[config.mk]
export PLATFORM = sky130hd
export DESIGN_NAME = gray_code_monitor
export DESIGN_NICKNAME = d
export VERILOG_FILES = /design/src/rtl/gray_pkg.sv /design/src/rtl/gray_to_bin.sv /design/src/rtl/gray_code_monitor.sv
export SDC_FILE = /design/constraint.sdc
export NUM_CORES = 1
export LEC_CHECK = 0
export CAP_MARGIN = 5
export CORE_MARGIN = 1.5
export CORE_UTILIZATION = 25
export CTS_BUF_LIST = sky130_fd_sc_hd__clkbuf_2
export DETAILED_ROUTE_END_ITERATION = 8
export GPL_TIMING_DRIVEN = 0
export SYNTH_ARGS = -nofsm -noshare
export SYNTH_HDL_FRONTEND = slang
export SYNTH_SLANG_ARGS = --single-unit
[constraint.sdc]
create_clock -name Clk -period 4.2 [get_ports Clk]
set_input_delay 0.84 -clock Clk [delete_from_list [all_inputs] [get_ports Clk]]
set_output_delay 0.84 -clock Clk [all_outputs]
set_load 0.03 [all_outputs]
[src/rtl/gray_pkg.sv]
// Shared types, the forward gray sequence, and gray helper functions for the
// gray-code sequence monitor.
package gray_pkg;

  typedef enum logic [1:0] {
    UNLOCKED = 2'd0,
    LOCKED   = 2'd1,
    FAULT    = 2'd2
  } state_t;

  // Entry i is the gray code of binary i, so the sequence position equals gray2bin.
  localparam logic [0:7][2:0] FWD_SEQ = {
    3'b000, 3'b001, 3'b011, 3'b010, 3'b110, 3'b111, 3'b101, 3'b100
  };

  function automatic logic [2:0] gray2bin(input logic [2:0] g);
    logic [2:0] b;
    b[2] = g[2];
    b[1] = b[2] ^ g[1];
    b[0] = b[1] ^ g[0];
    return b;
  endfunction

  function automatic logic [2:0] next_gray(input logic [2:0] g);
    logic [2:0] idx;
    idx = gray2bin(g) + 3'd1;
    return FWD_SEQ[idx];
  endfunction

  function automatic logic [2:0] prev_gray(input logic [2:0] g);
    logic [2:0] idx;
    idx = gray2bin(g) - 3'd1;
    return FWD_SEQ[idx];
  endfunction

endpackage

[src/rtl/gray_to_bin.sv]
// Combinational 3-bit gray to binary converter feeding the monitor's Bin register.
module gray_to_bin
  import gray_pkg::*;
(
  input  logic [2:0] gray,
  output logic [2:0] bin
);

  assign bin = gray2bin(gray);

endmodule

[src/rtl/gray_code_monitor.sv]
// Tracks a 3-bit gray-coded state stream, counts sequence wraps and flags illegal steps.
// Define GRAY_DIR_DETECT_EN to accept single backward steps and add the Dir output.
module gray_code_monitor
  import gray_pkg::*;
#(
  parameter int LAP_W = 8
) (
  input  logic             Clk,
  input  logic             Rst,
  input  logic [2:0]       S,
  input  logic             S_valid,
  input  logic             Clr_err,
  output logic [2:0]       Bin,
  output logic [LAP_W-1:0] Lap_count,
  output logic             Locked,
  output logic             Step_err,
`ifdef GRAY_DIR_DETECT_EN
  output logic             Dir,
`endif
  output logic             Err_sticky
);

  state_t           state_reg, state_next;
  logic [2:0]       prev_reg, prev_next;
  logic [2:0]       bin_reg, bin_next;
  logic [LAP_W-1:0] lap_reg, lap_next;
  logic             step_err_reg, step_err_next;
  logic             err_sticky_reg, err_sticky_next;
  logic             dir_reg, dir_next;
  logic [2:0]       s_bin;

  gray_to_bin u_gray_to_bin (
    .gray (S),
    .bin  (s_bin)
  );

  always_ff @(posedge Clk or posedge Rst) begin
    if (Rst) begin
      state_reg      <= UNLOCKED;
      prev_reg       <= 3'b000;
      bin_reg        <= 3'b000;
      lap_reg        <= '0;
      step_err_reg   <= 1'b0;
      err_sticky_reg <= 1'b0;
      dir_reg        <= 1'b0;
    end else begin
      state_reg      <= state_next;
      prev_reg       <= prev_next;
      bin_reg        <= bin_next;
      lap_reg        <= lap_next;
      step_err_reg   <= step_err_next;
      err_sticky_reg <= err_sticky_next;
      dir_reg        <= dir_next;
    end
  end

  always_comb begin
    state_next      = state_reg;
    prev_next       = prev_reg;
    bin_next        = bin_reg;
    lap_next        = lap_reg;
    step_err_next   = 1'b0;
    err_sticky_next = err_sticky_reg;
    dir_next        = dir_reg;

    // Clearing takes priority over any sample arriving in the same cycle.
    if (Clr_err) begin
      state_next      = UNLOCKED;
      err_sticky_next = 1'b0;
      lap_next        = '0;
    end else if (S_valid) begin
      unique case (state_reg)
        UNLOCKED: begin
          prev_next  = S;
          bin_next   = s_bin;
          dir_next   = 1'b0;
          state_next = LOCKED;
        end
        LOCKED: begin
          if (S == prev_reg) begin
            state_next = LOCKED;
          end else if (S == next_gray(prev_reg)) begin
            prev_next = S;
            bin_next  = s_bin;
            dir_next  = 1'b0;
            if (prev_reg == 3'b100 && lap_reg != {LAP_W{1'b1}})
              lap_next = lap_reg + LAP_W'(1);
          end
`ifdef GRAY_DIR_DETECT_EN
          else if (S == prev_gray(prev_reg)) begin
            prev_next = S;
            bin_next  = s_bin;
            dir_next  = 1'b1;
            if (prev_reg == 3'b000 && lap_reg != '0)
              lap_next = lap_reg - LAP_W'(1);
          end
`endif
          else begin
            step_err_next   = 1'b1;
            err_sticky_next = 1'b1;
            state_next      = FAULT;
          end
        end
        FAULT: begin
          state_next = FAULT;
        end
        default: begin
          state_next = UNLOCKED;
        end
      endcase
    end
  end

  assign Bin        = bin_reg;
  assign Lap_count  = lap_reg;
  assign Locked     = (state_reg == LOCKED);
  assign Step_err   = step_err_reg;
  assign Err_sticky = err_sticky_reg;
`ifdef GRAY_DIR_DETECT_EN
  assign Dir        = dir_reg;
`else
  logic unused_dir;
  assign unused_dir = dir_reg;
`endif

endmodule

# Yosys cells after proc, flatten, opt, wreduce, memory -nomap -nowiden
# Memory sizes are Yosys's and may differ from the RTL's.
# Cells that the tools add are included.
# word_totals
register_bits	18
mem_bits_ro	24
mem_count	1
# op_classes
add_sub_neg	2
order_cmp	1
n_eq_ne	11
n_mux	29
bitwise_logic	6
reduce_logical	11
# mem_list
memory	words	width	read_ports	rd_clocked_by_memory_dff	wr	line	rtl
(name not given)	8	3	1	0	0	gray_pkg.sv:27	return FWD_SEQ[idx];
# ops
cell	n
2-to-1 mux 8 bit	6
2-to-1 mux 3 bit	6
case mux 3 bit (2 select lines)	2
2-to-1 mux 1 bit	10
AND reduction 5 bit	2
nonzero test 2 bit	5
adder 8 x 1 -> 8 bit, second input constant	1
2-to-1 mux 2 bit	4
!= test 8 bit, second input constant	1
== test 3 bit	2
!= test 2 bit, second input constant	3
case mux 2 bit (3 select lines)	1
greater-or-equal comparator 4 bit, second input constant	1
!= test 4 bit, second input constant	1
NOT 3 -> 4 bit	1
AND reduction 4 bit	1
XOR 1 bit	4
adder 3 x 1 -> 3 bit, second input constant	1
== test 3 bit, second input constant	1
== test 2 x 1 -> 1 bit, second input constant	1
== test 2 bit, second input constant	1
zero test 2 bit	1
!= test 2 x 1 -> 1 bit, second input constant	1
AND reduction 2 bit	1
2 further kinds	2

# Longest topological paths before layout
# logic_depth
ltp_word	13
ltp_mapped	7
mapped_depth_nobuf	6

# By module
# Synthesis repeated with hierarchy kept, for this count alone.
# unflattened
cells_unflattened	105
hier_area_um2	1099.8
# modules_own_cells
module	n_inst	cells_per_inst	area_each_um2	seq_area_each_um2
gray_code_monitor	1	102	1059.8	450.4
gray_to_bin	1	3	40.0	0.0

# Worst setup path after synthesis
# OpenSTA, ideal clock, no wires.
# synth_path
path_kind	input -> register
startpoint	input port S[1]
endpoint	register lap_reg[6], in the netlist Lap_count[6]
setup_time_ns	0.125
arrival_time_ns	2.375
slack_ns	1.701
path_stages	6
n_path_buf	1
cell_sequence	buf_6 -> or4_1 -> nand4b_1 -> nand4_4 -> nor4_1 -> mux2_2
# synth_via
elab_chain_cells	3
word_cells_on_any_way	5
classes_between	eq/ne (3); reduce/logical (2)
# synth_lines
element	line	rtl
start: declaration	gray_code_monitor.sv:10	input logic [2:0] S,
== test 3 bit (on tied branches)	gray_code_monitor.sv:80, gray_code_monitor.sv:82	
!= test 2 bit (no source line) or nonzero test 2 bit (tied branches)	n/a	
AND reduction 5 bit (no source line) (*)	n/a	
end signal: assignment	gray_code_monitor.sv:50	lap_reg <= lap_next;
end: declaration	gray_code_monitor.sv:26	logic [LAP_W-1:0] lap_reg, lap_next;
# Every way passes the cells marked *; elsewhere a longest branch is shown, timed or not.
# A chain may end at the register's enable or synchronous reset.

# Final worst setup path
# layout_path
startpoint	input port S[2]
endpoint	register bin_reg[0], in the netlist Bin[0]
# layout_via
elab_chain_cells	5
word_cells_on_any_way	10
classes_between	eq/ne (4); mux (3); bitwise (2); reduce/logical (1)
# layout_lines
element	line	rtl
XOR 1 bit	gray_pkg.sv:19	b[1] = b[2] ^ g[1];
XOR 1 bit	gray_pkg.sv:20	b[0] = b[1] ^ g[0];
2-to-1 mux 3 bit	gray_code_monitor.sv:82	end else if (S == next_gray(prev_reg)) begin
2-to-1 mux 3 bit	gray_code_monitor.sv:80	if (S == prev_reg) begin
case mux 3 bit (2 select lines)	gray_code_monitor.sv:72	unique case (state_reg)
end signal: assignment	gray_code_monitor.sv:49	bin_reg <= bin_next;
end: declaration	gray_code_monitor.sv:25	logic [2:0] bin_reg, bin_next;
# Parallel ways exist; a longest one is shown, timed or not. The select of a mux whose other input is x is not followed.

==> results.tsv <==
metric	value	unit
outcome	completed	
ios	21	
critPathArrivalTime	2.97	ns
drcViolationCount	0	
drtIter0Drc	69	
crit_chain	clkdlybuf4s50_1, buf_6, and4bb_2, or4b_4, nand4_4, a21o_1, mux2_2	
syn_area_per_cell	10.1	sq um
gr-usage-all-layers	11.2	%
synth-edff-count	0	
startpoint	S[2]	
worst_slew_pin_slew	0.678	ns
critical_path_class	in -> reg	
power_frac_clock	16.6	%
start_util	26.1	%
slew_headroom	54.8	%
die_h	67.8	um
slowest_delay	0.53	ns
area_delta_synth_final	26.0	%
port_buffers	19	
min_to	Bin[1]	
peakVddDrop	0.104	mV
synth_top_area_share	40.5	%
leakagePower	0.517	nW
hold_path_depth	1	
crit_path_start_kind	input port	
r2r-end	Bin[0]	
fin_nets	136	
grt_overflow_total	0	
die_w	67.8	um
clkTransAtPathRegs	0.15	ns
netlist_area	1050	sq um
syn_nets	112	
cts_root_buffer	clkbuf_2	
min_path_type	reg -> reg	
synth_top_area_cell	dfrtp_1	
wl	2.40	mm
synth_ff_type	dfrtp_1	
end_kind	register	
n_antenna_cell	0	
grt_max_degree	18	
grt_pass1_wl	3.93	mm
finalCritPeriodShare	66.2	%
cp_max_fo	10	
netlist_instances	104	
r2r_cells	6	
hold_start	Bin[1]	
clk_latency	0.30	ns
cts_made_buffers	3	
cts_sinks	17	
post_cts_resized	0	
ys_warn_count	0	
viasPerCell	4.99	
comb_power_share	40.9	%
antenna_found_initial	0	
r2r_slack	1.91	ns
first_global_vias	858	
postRouteAntennaNets	0	
slew_viol_final	0	
clockBufferDepth	2	
first_pass_iters	4	
post-cts-setup-buffers	0	
die_area	4600	sq um
synth_seq_area_share	40.5	%
switching_power	171	uW
synth_cell_type_count	38	
cts.htree.levels	1	
setup_violations	0	
maxCapViolCount	0	
hold_buffers	0	
cp.required	4.39	ns
crit_slowest_cell	or4b_4	
final.fill_count	427	
ys_seq_elements	17	
rsz0062_at_grt	no	
hold_viol_final	0	
gp_congestion	0.828	
instances_no_fill	177	
path_delay_family	simple AND/OR/NAND/NOR gates	
dpl.cell_count	173	
largest_register_ff_count	8	
core-area	4030	sq um
p_sw_share	36.5	%
max_freq	360	MHz
synth_area_leaders	dfrtp_1 40%, mux2_2 7.5%, or4_1 3.6%, a21oi_1 3.3%, buf_6 3.2%	
internal-power	297	uW
fin_crit	2.78	ns
std_cell_rows	23	
synthArstFlopShare	100	%
cts_tree	yes	
cellPowerDensity	354	nW/um^2
seqPwrFrac	42.5	%
cp_num_buf_inv	2	
place_hpwl	1.70	mm
r2r_start	prev_reg[2]	
worst_clock_skew	0.0205	ns
wl_per_cell	13.5	um
vias	883	
final.setup.tns	0	ns
drive_above_1_share	17.3	%
-- final cells by class --
class | count | area [sq um] | share of cell area, %
Multi-Input combinational cell | 76 | 552 | 41.7
Sequential cell | 17 | 425 | 32.1
Timing Repair Buffer | 19 | 190 | 14.4
Buffer | 8 | 62.6 | 4.73
Tap cell | 50 | 62.6 | 4.73
Clock buffer | 4 | 20.0 | 1.51
Inverter | 3 | 11.3 | 0.851
-- kinds of logic after synthesis --
| family | after synthesis | share of synthesized area (%) |
|---|---|---|
| AO/OA/AOI/OAI | 19 | 11.2 |
| XOR/XNOR | 5 | 4.17 |
| adder cells (fa/ha/maj) | 1 | 1.19 |
| buffers and inverters | 11 | 7.02 |
| flip-flops | 17 | 40.5 |
| multiplexers | 8 | 8.45 |
| AND/OR/NAND/NOR | 43 | 27.5 |
-- through the flow --
stage | setup slack, ns | hold WS [ns] | total power, mW | instance area, sq um | utilization, %
2_1_floorplan | 1.70 | 0.494 | 0.337 | 1050 | -
3_3_place_gp | 1.12 | 0.497 | 0.390 | 1300 | 32.4
3_5_place_dp | 1.10 | 0.503 | 0.395 | 1300 | 32.4
4_1_cts | 1.43 | 0.537 | 0.474 | 1320 | 32.9
5_1_grt | 1.31 | 0.565 | 0.497 | 1320 | 32.9
6_report | 1.42 | 0.531 | 0.469 | 1320 | 32.9
-- power groups by stage --
stage          logic [mW]  registers [mW]  clock network, mW
2_1_floorplan       0.119           0.217                  0
3_3_place_gp        0.187           0.202                  0
3_5_place_dp        0.192           0.203                  0
4_1_cts             0.193           0.200             0.0811
5_1_grt             0.208           0.203             0.0854
6_report            0.192           0.199             0.0778
-- metal layers --
layer | up-vias | routed length, um | GRT usage, %
li1 | 437 | - | -
met2 | 20 | 1180 | 18.4
met5 | - | 0 | 0
met1 | 426 | 1130 | 14.9
met4 | 0 | 0 | 4.50
met3 | 0 | 83 | 1.48
-- cell usage in the layout (no fill, tap or decap), types with 3 or more instances in the layout --
master,synthesis,final
buf_6,3,3
or4_1,5,5
nand3_1,4,4
nor2_1,5,5
xnor2_1,3,3
clkdlybuf4s50_1,0,19
nand2_1,7,7
o31ai_1,3,3
clkbuf_2,1,5
mux2_2,7,7
o21ai_0,3,3
nor2b_1,3,3
a21oi_1,7,7
or3_1,3,3
dfrtp_1,17,17
inv_1,3,3
-- Yosys cell counts, drive strengths merged, types with 2 or more instances --
library cell,n
o21ai,3
or3,3
mux2,7
nand4b,2
clkbuf,2
nand3,4
nor2b,3
xor2,2
o31ai,3
inv,3
dfrtp,17
a21oi,7
xnor2,3
or4b,2
or4,5
and3,2
nor4b,2
buf,6
a31oi,2
nor2,5
nand4,3
nand2,7
-- worst max path at each step --
stage,cells past startpoint,slack [ns],endpoint
5_1_grt,7,1.31,Lap_count[6]
6_report,7,1.42,Bin[0]
2_1_floorplan,6,1.70,Lap_count[6]
3_3_place_gp,7,1.12,Lap_count[6]
4_1_cts,7,1.43,Bin[0]
3_5_place_dp,7,1.10,Lap_count[6]
Note: power is estimated with default switching activity, not from simulation.
